[config.mk]
export PLATFORM = sky130hd
export DESIGN_NAME = uart_rx
export DESIGN_NICKNAME = d
export VERILOG_FILES = /design/src/rtl/uart_rx.sv
export SDC_FILE = /design/constraint.sdc
export NUM_CORES = 1
export LEC_CHECK = 0
export ABC_CLOCK_PERIOD_IN_PS = 3500
export BUFFER_PORTS_ARGS = -buffer_cell sky130_fd_sc_hd__buf_2
export CAP_MARGIN = 30
export CORE_MARGIN = 1.5
export CORE_UTILIZATION = 35
export CTS_CLUSTER_DIAMETER = 120
export DETAILED_ROUTE_END_ITERATION = 8
export PLACE_DENSITY = 0.48
export SLEW_MARGIN = 20
export SYNTH_ARGS = -nofsm -noshare
export SYNTH_HDL_FRONTEND = slang
export SYNTH_SLANG_ARGS = --single-unit
[constraint.sdc]
create_clock -name clk -period 3.5 [get_ports clk]
set_input_delay 0.875 -clock clk [delete_from_list [all_inputs] [get_ports clk]]
set_output_delay 0.875 -clock clk [all_outputs]
set_load 0.005 [all_outputs]
[src/rtl/uart_rx.sv]
// 16x-oversampling UART receiver with runtime frame format.
// Companion to the configurable UART transmitter; shares s_tick.
module uart_rx #(
  parameter int SYNC_STAGES = 2
) (
  input  logic       clk,
  input  logic       reset_n,
  input  logic       s_tick,
  input  logic       rx,
  input  logic [2:0] dbit_select_i,
  input  logic [1:0] sbit_select_i,
  input  logic [1:0] parity_select_i,
  output logic [7:0] rx_dout,
  output logic       rx_done_tick,
  output logic       parity_err,
  output logic       frame_err
);

  typedef enum logic [2:0] {
    IDLE, START, DATA, PARITY, STOP
  } state_t;

  state_t                 state;
  logic [SYNC_STAGES-1:0] sync_q;
  logic                   rxs;
  logic [4:0]             s;
  logic [2:0]             n;
  logic [7:0]             b;
  logic [1:0]             dsel_q;
  logic [1:0]             sbit_q;
  logic                   par_en_q;
  logic                   par_odd_q;
  logic                   pbit_q;
  logic                   stop_q;

  logic [2:0] last_n;
  logic [1:0] shamt;
  logic [7:0] data_al;
  logic       par_calc;
  logic [4:0] stop_term;
  logic       stop_now;

  assign rxs = sync_q[SYNC_STAGES-1];

  always_ff @(posedge clk or negedge reset_n) begin
    if (!reset_n) sync_q <= '1;
    else          sync_q <= {sync_q[SYNC_STAGES-2:0], rx};
  end

  // dbits-1 is 4..7, i.e. {1, dsel}; right-align by 8-dbits
  always_comb begin
    last_n   = {1'b1, dsel_q};
    shamt    = 2'd3 - dsel_q;
    data_al  = b >> shamt;
    par_calc = (^data_al) ^ par_odd_q;
    stop_now = (s == 5'd15) ? rxs : stop_q;
    stop_term = 5'd31;
    unique case (1'b1)
      (sbit_q == 2'b00): stop_term = 5'd15;
      (sbit_q == 2'b01): stop_term = 5'd23;
      default:           stop_term = 5'd31;
    endcase
  end

  always_ff @(posedge clk or negedge reset_n) begin
    if (!reset_n) begin
      state        <= IDLE;
      s            <= '0;
      n            <= '0;
      b            <= '0;
      dsel_q       <= '0;
      sbit_q       <= '0;
      par_en_q     <= 1'b0;
      par_odd_q    <= 1'b0;
      pbit_q       <= 1'b0;
      stop_q       <= 1'b0;
      rx_dout      <= '0;
      rx_done_tick <= 1'b0;
      parity_err   <= 1'b0;
      frame_err    <= 1'b0;
    end else begin
      rx_done_tick <= 1'b0;
      unique case (state)
        IDLE: begin
          dsel_q    <= dbit_select_i[2] ? 2'b11
                                        : dbit_select_i[1:0];
          sbit_q    <= sbit_select_i;
          par_en_q  <= (parity_select_i == 2'b01) ||
                       (parity_select_i == 2'b10);
          par_odd_q <= (parity_select_i == 2'b10);
          if (!rxs) begin
            state <= START;
            s     <= '0;
          end
        end
        START: if (s_tick) begin
          if (s == 5'd7) begin
            if (!rxs) begin
              state <= DATA;
              s     <= '0;
              n     <= '0;
            end else begin
              state <= IDLE;
            end
          end else begin
            s <= s + 5'd1;
          end
        end
        DATA: if (s_tick) begin
          if (s == 5'd15) begin
            s <= '0;
            b <= {rxs, b[7:1]};
            if (n == last_n)
              state <= par_en_q ? PARITY : STOP;
            else
              n <= n + 3'd1;
          end else begin
            s <= s + 5'd1;
          end
        end
        PARITY: if (s_tick) begin
          if (s == 5'd15) begin
            pbit_q <= rxs;
            s      <= '0;
            state  <= STOP;
          end else begin
            s <= s + 5'd1;
          end
        end
        STOP: if (s_tick) begin
          if (s == 5'd15) stop_q <= rxs;
          if (s == stop_term) begin
            rx_dout      <= data_al;
            parity_err   <= par_en_q & (pbit_q != par_calc);
            frame_err    <= ~stop_now;
            rx_done_tick <= 1'b1;
            state        <= IDLE;
          end else begin
            s <= s + 5'd1;
          end
        end
        default: state <= IDLE;
      endcase
    end
  end

endmodule
==> flow_metrics.env <==
export IMPL_ys_ff_latch=40
export IMPL_rsz0062_at_grt="false"
export IMPL_area_growth_pct=11.1
export IMPL_grt_antenna_before_repair=0
export IMPL_nNetsFinal=262
export IMPL_cts_max_level=2
export IMPL_cellPowerDensity_nw_per_um2=572
export IMPL_fill_cells=630
export IMPL_grt_max_degree=41
export IMPL_cts_tree="yes"
export IMPL_critPathArrivalTime_ns=2.53
export IMPL_die_area_um2=7200
export IMPL_final_period_utilization_pct=65.5
export IMPL_worstSkewPairLatency_ns=0.30
export IMPL_synth_fp_nets=249
export IMPL_min_path_type="flop to flop"
export IMPL_diodes=0
export IMPL_post_cts_setup_buffers=0
export IMPL_clk_pin_slew_ns=0.08
export IMPL_cts_buffers=5
export IMPL_final_cell_area_um2=2610
export IMPL_synth_warnings=0
export IMPL_netlist_area_um2=2340
export IMPL_grt_use_total_pct=15.1
export IMPL_vias=1688
export IMPL_path_max_fanout=20
export IMPL_ant_nets=0
export IMPL_grt_pass1_wl_mm=8.60
export IMPL_required_ns=3.74
export IMPL_fin_crit_ns=2.29
export IMPL_fin_skew_ns=0.00917
export IMPL_setup_violations=0
export IMPL_seq_area_um2=1000
export IMPL_wl_per_cell_um=15.1
export IMPL_path_class="flop to flop"
export IMPL_dr_pass1_iters=5
export IMPL_post_cts_resize_count=0
export IMPL_syn_area_per_cell_um2=10.1
export IMPL_multi_input_area_um2=1220
export IMPL_slew_headroom_pct=50.1
export IMPL_drt_total_wl_mm=4.91
export IMPL_power_leakage_nw=1.21
export IMPL_synth_top_area_share_pct=40.6
export IMPL_routabilityCongestion=0.757
export IMPL_tightest_slew_ns=0.749
export IMPL_min_path_cells=0
export IMPL_synth_cell_type_count=59
export IMPL_core_region_area_um2=6420
export IMPL_slew_violations=0
export IMPL_rows=29
export IMPL_synth_edf_count=0
export IMPL_final_cell_mix="38 x dfrtp_1, 21 x nand2_1, 21 x buf_2"
export IMPL_die_h_um=84.9
export IMPL_cts_sinks=40
export IMPL_dr_first_iter_drc_count=80
export IMPL_synth_area_top_cells="dfrtp_1 41%, mux2_2 8.2%, mux2i_1 4.7%"
export IMPL_clockBufferDepth=2
export IMPL_first_global_vias=1729
export IMPL_utilization_pct=40.6
export IMPL_totalPowerFinal_w=0.00149
export IMPL_drive_gt1_share_pct=23.9
export IMPL_die_w_um=84.9
export IMPL_synth_ff_type="dfrtp_1"
export IMPL_crit_path_end_kind="flop"
export IMPL_startpoint_type="flop"
export IMPL_drv_cap=0
export IMPL_layout_cells_most_common="dfrtp_1"
export IMPL_cts_hold_buffers_added=0
export IMPL_hpwl_mm=3.31
export IMPL_portBuffers=21
export IMPL_ir_drop_v=0.000359
export IMPL_placed_cell_area_um2=2460
export IMPL_initial_core_util_pct=36.5
export IMPL_rr_worst_depth=5
export IMPL_yosysSeqAreaShare_pct=42.8
export IMPL_grt_ovfl_total=0
export IMPL_netlist_instances=233
export IMPL_route_detailed_drc=0
export IMPL_ios=22
export IMPL_fmax_mhz=437
export IMPL_via_per_inst=5.21
export IMPL_hold_viol_final=0
export IMPL_timing_setup_tns_ns=0
export IMPL_synthArstFlopShare_pct=100
export IMPL_status="complete, no violations"
export IMPL_cts_root_buf="clkbuf_8"
export IMPL_yosys_area_top_type="dfrtp_1"
cells in the mapped netlist (2+ instances only):
cell type	instances
a311oi_1	2
inv_1	7
dfrtp_1	38
nand2_1	21
ha_1	5
clkbuf_1	6
xor2_1	4
nand2b_1	4
mux2i_1	11
o31ai_1	3
buf_6	3
o21ai_0	10
dfstp_2	2
nor2b_1	3
and3_1	5
nor4_1	2
mux2_2	17
nand4_1	2
buf_2	4
o21ai_1	7
or3_1	2
a21oi_1	10
and2_1	2
buf_1	3
xnor2_1	4
nor2_1	16
nand3_1	8
stage by stage:
stage / worst slack, ns / hold WS (ns) / cells
after floorplan: 1.60 / 0.345 / 233
after global placement: 1.13 / 0.346 / 315
after detailed placement: 1.10 / 0.348 / 315
after CTS: 1.17 / 0.360 / 323
after global routing: 0.996 / 0.363 / 324
final: 1.21 / 0.359 / 324
where the power goes:
group	switching (W)	total (W)	internal, W
clock network	0.000173	0.000424	0.000252
logic	0.000171	0.000366	0.000194
registers	0.000169	0.000701	0.000532
total	0.000513	0.00149	0.000978
critical path: stages, from the launching register on:
cell and delay, ns:
dfrtp_1 0.61, nor2_1 0.25, nand2_1 0.15, or3_1 0.70
a2111o_1 0.44, nand3_1 0.08
final cells by class:
| cell class | count | area share [%] |
|---|---|---|
| flip-flops and latches | 40 | 38.5 |
| clock buffers | 7 | 3.70 |
| clock inverters | 1 | 1.15 |
| well taps | 77 | 3.70 |
| repair buffers | 22 | 4.80 |
| inverters | 8 | 1.15 |
| multi-input cells | 169 | 47.0 |
sequential cells by signal, summed over array words and instances (netlist names):
register / count
b: 8
dsel_q: 2
frame_err: 1
n: 3
par_en_q: 1
par_odd_q: 1
parity_err: 1
pbit_q: 1
rx_done_tick: 1
rx_dout: 8
s: 5
sbit_q: 2
state: 3
stop_q: 1
sync_q: 2
cell families after synthesis:
family                   Yosys count  share of synthesized area (%)
AND/OR/NAND/NOR                   77                           18.3
AO/OA/AOI/OAI                     49                           13.8
flip-flops                        40                           42.8
multiplexers                      29                           13.5
buffers and inverters             24                           5.02
XOR/XNOR                           9                           3.95
adder cells (fa/ha/maj)            5                           2.67
layer usage:
metal | track usage, % | vias up | routed length, um
met1 | 21.2 | 806 | 2590
met2 | 23.4 | 16 | 2130
met3 | 3.31 | 8 | 110
met5 | 0 | - | 0
li1 | - | 858 | -
met4 | 4.62 | 0 | 78
final timing paths:
path | startpoint | end | slack [ns]
max in group asynchronous | reset_n | sync_q[0] | 2.51
min reg2reg | sync_q[0] | sync_q[1] | 0.36
min in group asynchronous | reset_n | frame_err | 0.46
min | sync_q[0] | sync_q[1] | 0.36
max | state[0] | parity_err | 1.21
max reg2reg | state[0] | parity_err | 1.21
(Power assumes the default switching activity.)
